**src/rtl/aes_pkg.sv**
```systemverilog
// AES state types and ShiftRows index helpers shared by the byte-serial and parallel row-shift paths.
// Latency: none, purely combinational helpers.
// Backpressure: not applicable.
package aes_pkg;

    localparam int NB          = 4;
    localparam int STATE_BYTES = 16;

    typedef logic [7:0]       byte_t;
    typedef byte_t [15:0]     state_t;

    // Source byte for InvShiftRows: row r is rotated right by r, so output
    // column c takes input column (c - r) mod 4. The 2-bit column field
    // wraps naturally.
    function automatic logic [3:0] inv_sr_idx(input logic [3:0] k);
        logic [1:0] r;
        logic [1:0] c;
        logic [1:0] sc;
        r  = k[1:0];
        c  = k[3:2];
        sc = c - r;
        return {sc, r};
    endfunction

    // Source byte for forward ShiftRows: row r rotated left by r.
    function automatic logic [3:0] fwd_sr_idx(input logic [3:0] k);
        logic [1:0] r;
        logic [1:0] c;
        logic [1:0] sc;
        r  = k[1:0];
        c  = k[3:2];
        sc = c + r;
        return {sc, r};
    endfunction

endpackage

```
**src/rtl/sr_index_map.sv**
```systemverilog
// Maps an output byte position to the buffered input position for (Inv)ShiftRows.
// Latency: combinational.
// Backpressure: not applicable.
module sr_index_map
    import aes_pkg::*;
(
    input  logic [3:0] k,
    input  logic       fwd,
    output logic [3:0] src
);

    assign src = fwd ? fwd_sr_idx(k) : inv_sr_idx(k);

endmodule

```
**src/rtl/inv_shiftrows_stream.sv**
```systemverilog
// Byte-serial AES InvShiftRows with ping-pong 16-byte banks; optional forward mode via SR_FWD_MODE_EN.
// Latency: first output byte is valid the cycle after the 16th input byte is accepted.
// Backpressure: valid/ready both sides; s_ready drops while the write bank is full, output holds while m_ready is low.
module inv_shiftrows_stream
    import aes_pkg::*;
#(
    parameter int BYTE_W  = 8,
    parameter int NUM_BUF = 2
) (
    input  logic              clk,
    input  logic              reset,
`ifdef SR_FWD_MODE_EN
    input  logic              fwd,
`endif
    input  logic              s_valid,
    output logic              s_ready,
    input  logic [BYTE_W-1:0] s_data,
    output logic              m_valid,
    input  logic              m_ready,
    output logic [BYTE_W-1:0] m_data,
    output logic              m_last
);

    // Two banks are always declared; with NUM_BUF=1 the pointers never
    // leave bank 0, so bank 1 stays at its reset value.
    logic [BYTE_W-1:0] bank [2][STATE_BYTES];
    logic [1:0]        full;
    logic              wr_sel;
    logic              rd_sel;
    logic [3:0]        wr_cnt;
    logic [3:0]        rd_cnt;
    logic              s_fire;
    logic              m_fire;
    logic              wr_done;
    logic              rd_done;
    logic              rd_fwd;
    logic [3:0]        rd_src;

    assign s_ready = !full[wr_sel] && !reset;
    assign m_valid = full[rd_sel] && !reset;
    assign m_last  = m_valid && (rd_cnt == 4'd15);
    assign s_fire  = s_valid && s_ready;
    assign m_fire  = m_valid && m_ready;
    assign wr_done = s_fire && (wr_cnt == 4'd15);
    assign rd_done = m_fire && (rd_cnt == 4'd15);

`ifdef SR_FWD_MODE_EN
    logic [1:0] tag;

    // Direction tag is captured with byte 0 and travels with the bank.
    always_ff @(posedge clk) begin
        if (reset) begin
            tag <= '0;
        end else if (s_fire && (wr_cnt == 4'd0)) begin
            tag[wr_sel] <= fwd;
        end
    end

    assign rd_fwd = tag[rd_sel];
`else
    assign rd_fwd = 1'b0;
`endif

    sr_index_map u_map (
        .k   (rd_cnt),
        .fwd (rd_fwd),
        .src (rd_src)
    );

    assign m_data = reset ? '0 : bank[rd_sel][rd_src];

    // Bank storage: bytes land in arrival order; the permutation is applied on read.
    always_ff @(posedge clk) begin
        if (reset) begin
            for (int b = 0; b < 2; b++) begin
                for (int i = 0; i < STATE_BYTES; i++) begin
                    bank[b][i] <= '0;
                end
            end
        end else if (s_fire) begin
            bank[wr_sel][wr_cnt] <= s_data;
        end
    end

    // Write pointer and byte counter; move to the other bank after byte 15.
    always_ff @(posedge clk) begin
        if (reset) begin
            wr_cnt <= '0;
            wr_sel <= 1'b0;
        end else if (s_fire) begin
            wr_cnt <= wr_cnt + 4'd1;
            if (wr_done && (NUM_BUF == 2)) begin
                wr_sel <= ~wr_sel;
            end
        end
    end

    // Read pointer and byte counter; frozen while the consumer stalls.
    always_ff @(posedge clk) begin
        if (reset) begin
            rd_cnt <= '0;
            rd_sel <= 1'b0;
        end else if (m_fire) begin
            rd_cnt <= rd_cnt + 4'd1;
            if (rd_done && (NUM_BUF == 2)) begin
                rd_sel <= ~rd_sel;
            end
        end
    end

    // Full flags: set on write completion, clear on read completion. A set
    // needs the bank empty and a clear needs it full, so the two never hit
    // the same bank in one cycle.
    always_ff @(posedge clk) begin
        if (reset) begin
            full <= '0;
        end else begin
            if (rd_done) begin
                full[rd_sel] <= 1'b0;
            end
            if (wr_done) begin
                full[wr_sel] <= 1'b1;
            end
        end
    end

endmodule

```
**config.mk**
```make
export PLATFORM = sky130hd
export DESIGN_NAME = inv_shiftrows_stream
export DESIGN_NICKNAME = d
export VERILOG_FILES = /design/src/rtl/aes_pkg.sv /design/src/rtl/sr_index_map.sv /design/src/rtl/inv_shiftrows_stream.sv
export SDC_FILE = /design/constraint.sdc
export NUM_CORES = 1
export LEC_CHECK = 0
export BUFFER_PORTS_ARGS = -buffer_cell sky130_fd_sc_hd__buf_4
export CORE_AREA = 3 3 188 190
export CTS_CLUSTER_SIZE = 28
export DETAILED_ROUTE_END_ITERATION = 8
export DIE_AREA = 0 0 191 193
export GPL_TIMING_DRIVEN = 0
export PLACE_DENSITY = 0.59
export RECOVER_POWER = 50
export SLEW_MARGIN = 5
export SYNTH_ARGS = -nofsm -noshare
export SYNTH_HDL_FRONTEND = slang
export SYNTH_SLANG_ARGS = --single-unit
export TNS_END_PERCENT = 50
```
**constraint.sdc**
```tcl
create_clock -name clk -period 2.45 [get_ports clk]
set_input_delay 0.1225 -clock clk [delete_from_list [all_inputs] [get_ports clk]]
set_output_delay 0.1225 -clock clk [all_outputs]
set_load 0.005 [all_outputs]
```
Word level (Yosys, flattened, before mapping)
Memories as Yosys holds them, arrays and structs flattened. A register that Yosys moved wholly into a read port is not among the register bits.
Cells that the tools add are included.
{"block": "word_totals", "memories": 1, "word_cells": 67, "regBits": 12, "ram_bits": 256, "input_bits": 12, "out_inout_bits": 11}
{"block": "classes", "n_reduce_logical": 15, "bitwise": 7, "n_addsub": 3, "n_eq_ne": 2, "n_mux": 27, "magnitude_cmp": 7}
{"memory": "bank", "depth": 2, "word_bits": 128, "read_ports": 1, "rd_clocked_by_memory_dff": 1, "wr": 2, "line_no": "inv_shiftrows_stream.sv:26", "source": "logic [BYTE_W-1:0] bank [2][STATE_BYTES];"}
{"operator": "128-bit two-way mux", "n": 3}
{"operator": "128-bit OR reduction", "n": 1}
{"operator": "8-bit binary-select mux with 4-bit select", "n": 1}
{"operator": "8-bit demux with 4-bit select", "n": 1}
{"operator": "8-bit two-way mux", "n": 4}
{"operator": "1-bit two-way mux", "n": 13}
{"operator": "5-bit greater-or-equal comparator, second input constant", "n": 2}
{"operator": "1-bit logical AND", "n": 10}
{"operator": "4-bit inverter with 5-bit output", "n": 2}
{"operator": "4-bit by 1-bit adder with 4-bit output, second input constant", "n": 2}
{"operator": "4-bit equality test, second input constant", "n": 2}
{"operator": "2-bit two-way mux", "n": 3}
{"operator": "5-bit by 1-bit < comparator with 1-bit output, second input constant", "n": 1}
{"operator": "1-bit by 2-bit < comparator with 1-bit output, second input constant", "n": 2}
{"operator": "2-bit AND reduction", "n": 2}
{"operator": "2-bit bitwise AND", "n": 1}
{"operator": "1-bit demux with 1-bit select", "n": 2}
{"operator": "1-bit greater-or-equal comparator, second input constant", "n": 2}
{"operator": "1-bit logical NOT", "n": 2}
{"operator": "1-bit inverter", "n": 2}
{"operator": "2-bit inverter", "n": 1}
{"operator": "2-bit OR", "n": 1}
{"operator": "2-bit subtractor", "n": 1}

Longest topological paths before layout
{"block": "logic_depth", "word_depth": 10, "depth_mapped": 8}

Cells and area by module
Synthesis repeated with hierarchy kept, for this count alone.
{"block": "hier_totals", "cells_unflattened": 740, "hier_area_um2": 12032.8}
{"mod": "inv_shiftrows_stream", "n_inst": 1, "cells_each": 734, "area_per_inst_um2": 11960.2}
{"mod": "sr_index_map", "n_inst": 1, "cells_each": 6, "area_per_inst_um2": 72.6}

Worst setup path before layout
No wires, ideal clock.
{"block": "synth_timing", "path_kind": "reg-to-reg", "from": "reg wr_cnt[0]", "to": "mem bank[1][88] in the netlist's numbering, enable pin", "setup_slack_ns": -0.152, "path_stages_with_launch": 8, "required_time_ns": 2.075, "setup_time_ns": 0.375, "arrival_ns": 2.227, "path_buffers": 2, "path_cell_list": "dfxtp_1 inv_1 ha_1 or4_1 clkbuf_1 and2_1 clkbuf_1 a21oi_1"}
{"element": "start: declaration", "line_no": "inv_shiftrows_stream.sv:30", "source": "logic [3:0] wr_cnt;"}
{"element": "start signal: assignment", "line_no": "inv_shiftrows_stream.sv:91", "source": "wr_cnt <= wr_cnt + 4'd1;"}
{"element": "end: declaration", "line_no": "inv_shiftrows_stream.sv:26"}

==> metrics.cfg <==
[floorplan]
core_um2=33620
die_w_um=191
start_util=0.3518
die_h_um=193
placementRows=67
die_area_um2=36860
pin_count=23

[logic_synthesis]
ys_ff_latch=269
synthDistinctLibCells=39
ys_seq_area_frac=0.6720
synth_edf_count=256
async_flop_share=0
ys_warn_count=0
synth_cells=733
syn_nets=751
synth.cell_area_um2=11830
syn_avg_cell_area_um2=16.13
synthFlopType=edfxtp_1

[placed_design]
hpwl_um=22730
dpl.cell_count=1203
io_buffer_count=22
finalWeightedCongestion=0.9384

[drt]
drt-met1-wl_um=15080
routedWlPerCell_um=28.12
routed.top_layer=met4
finalWirelength_um=35850
route.met2.wl_um=16600
ant_nets=0
wl_met3_um=2767
drtIter0Drc=954
route.detailed.drc=0
firstDrtPassIters=5
vias=7298
detail_route.vias_per_cell=5.724

[layout]
diodes=0
fin_cells=1275
final_common_cell=edfxtp_1
drive_gt1_frac=0.2854
flow.area_growth_from_synthesis_pct=20.11
layout_common_cells=256 x edfxtp_1, 129 x and3_1, 62 x mux4_2, 51 x clkbuf_1, 36 x buf_4
fin_nets=825

[grt]
grt_pass1_wl_um=51150
grt_max_degree=16
grt-ovfl-total=0
antenna_found_initial=0
track_usage=0.1935
grt_pass1_vias=7348

[min_path]
hp-class=input port to register

[timing]
fmax_mhz=349.5
fin_worst_skew_ns=0.02573
fin_crit_sh=1.168
min_period_ns=2.861
relSlewSlack=0.3336
hold_violations=0
setup_tns_ns=-35.99
finalMaxSlewViolations=0
setup_ws_ns=-0.4114
max_slew.worst_pin.slew_ns=0.9919
grt_setup_unrepaired=yes
setup-violations-final=334

[critical_path]
critPathMaxFanout=11
cpLargestDelayFamily=multiplexers
start_kind=register
crit_type=register to output port
crit_required_ns=2.33
worstPathCellList=buf_12 > buf_12 > mux4_2 > mux4_2 > nor2_2 > a31oi_1 > buf_4
critPathMaxStageDelay_ns=0.54
slowest_stage=mux4_2
worstPathArrival_ns=2.74
path_buf_inv=3
end_kind=output port

[clock_tree]
htreeDepth=1
numClockSinks=269
cts_tree=yes
clk_pin_slew_worst_paths_ns=0.06
insertion_delay_ns=0.55
cts-root-buf=clkbuf_16
clock_path_buffers=3
cts_buffers=28

[power_and_ir_drop]
leakage_nw=5.247
clkPwrFrac=0.397
power_frac_seq=0.532
swShare=0.2251
peakVddDrop_mv=0.4436
p_int_w=0.007768
p_per_area_nw_per_um2=705.7
combPwrFrac=0.070
switchingPower_w=0.002256

[outcome]
violations=negative setup slack
status=finished, violations left

[flow_run]
drv_cap=0

[synth_stat cells, drive strengths merged (2+ instances only)]
cell	number	area share
nand4	4	0.0021
nand2	23	0.0073
nand2b	4	0.0021
dfxtp	13	0.022
mux2	10	0.0095
nand3	4	0.0017
o21ai	3	0.0013
mux4	62	0.12
inv	5	0.0016
and3	137	0.072
edfxtp	256	0.65
mux2i	21	0.018
a22oi	7	0.0044
ha	6	0.0063
buf	15	0.0090
nor2b	3	0.0016
nor2	24	0.0076
nor3b	3	0.0023
a21oi	20	0.0085
a31oi	8	0.0042
or2	2	0.0011
and2	11	0.0058
a21o	15	0.0095
nor3	2	0.00085
a211oi	2	0.0013
clkbuf	53	0.017
o211ai	7	0.0044
xnor2	6	0.0051
xor2	3	0.0022
[path summary, 6_finish.rpt]
path	to	depth (start not counted)	startpoint	slack, ns
max	m_data[5]	7	register	-0.41
min	bank[0][63]	2	s_data[7]	0.02
min reg2reg	full[1]	2	full[1]	0.50
max reg2reg	bank[0][102]	5	wr_cnt[2]	-0.22
[cell type report]
cell class | count | area [um2]
clock buffer | 37 | 755.7
inverter | 5 | 18.77
fill | 2981 | 19410
sequential | 269 | 7953
multi-input combinational | 391 | 3895
clock inverter | 13 | 85.08
timing repair buffer | 47 | 515.5
tap | 448 | 560.5
buffer | 65 | 421.7
[through the flow]
step           power [W]  setup WS [ns]  area, um2    util  hold slack, ns
6_report         0.01002        -0.4114      14200  0.4226         0.02020
3_5_place_dp    0.006003        -0.9790      12550  0.3734          0.4988
5_1_grt          0.01028        -0.4347      14200  0.4226         0.01246
2_1_floorplan   0.005693        -0.1520      11830       -          0.3520
4_1_cts          0.01002        -0.3757      14060  0.4182       0.0001437
3_3_place_gp    0.005990        -0.9458      12550  0.3734          0.4886
[power groups by stage]
stage          clock network [W]  registers, W  logic [W]
5_1_grt                  0.00420       0.00535   0.000732
4_1_cts                  0.00401       0.00534   0.000680
2_1_floorplan                  0       0.00541   0.000285
6_report                 0.00398       0.00534   0.000705
3_3_place_gp                   0       0.00543   0.000562
3_5_place_dp                   0       0.00544   0.000565
[routing by layer]
layer  vias to the layer above  GRT usage
met4                         0    0.07762
met5                         -          0
li1                       3055          -
met1                      3803     0.2739
met2                       362     0.2999
met3                        78    0.03272
[state kept, by name (all words and copies together) (netlist names), named ones only]
register,flops
rd_cnt,4
bank,256
full,2
wr_cnt,4
wr_sel,1
rd_sel,1
[repair_timing]
item / in CTS / in global routing
pin swaps: 12 / 6
endpoints found under the hold margin: 6 / 0
setup endpoints to repair: 363 / 324
gates resized for setup: 110 / 29
setup buffers: 15 / 7
gates cloned: 0 / 2
hold buffers: 1 / 0
[worst reg2reg max path, stage by stage, from the launching register on]
cell and delay, ns:
dfxtp_1 0.33, clkbuf_1 0.23, nand2b_1 0.23, nor3_1 0.77
clkbuf_2 0.36, a21o_1 0.39
[logic make-up after synthesis]
family,after synthesis,share of synthesized area
DFF,269,0.6720
and+or+nand+nor,219,0.1063
muxes,93,0.1454
buffers and inverters,73,0.02740
AOI/OAI and AO/OA,64,0.03523
xor gates and xnor gates,9,0.007301
adders and majority gates,6,0.006348
Note: power is estimated with default switching activity, not from simulation.
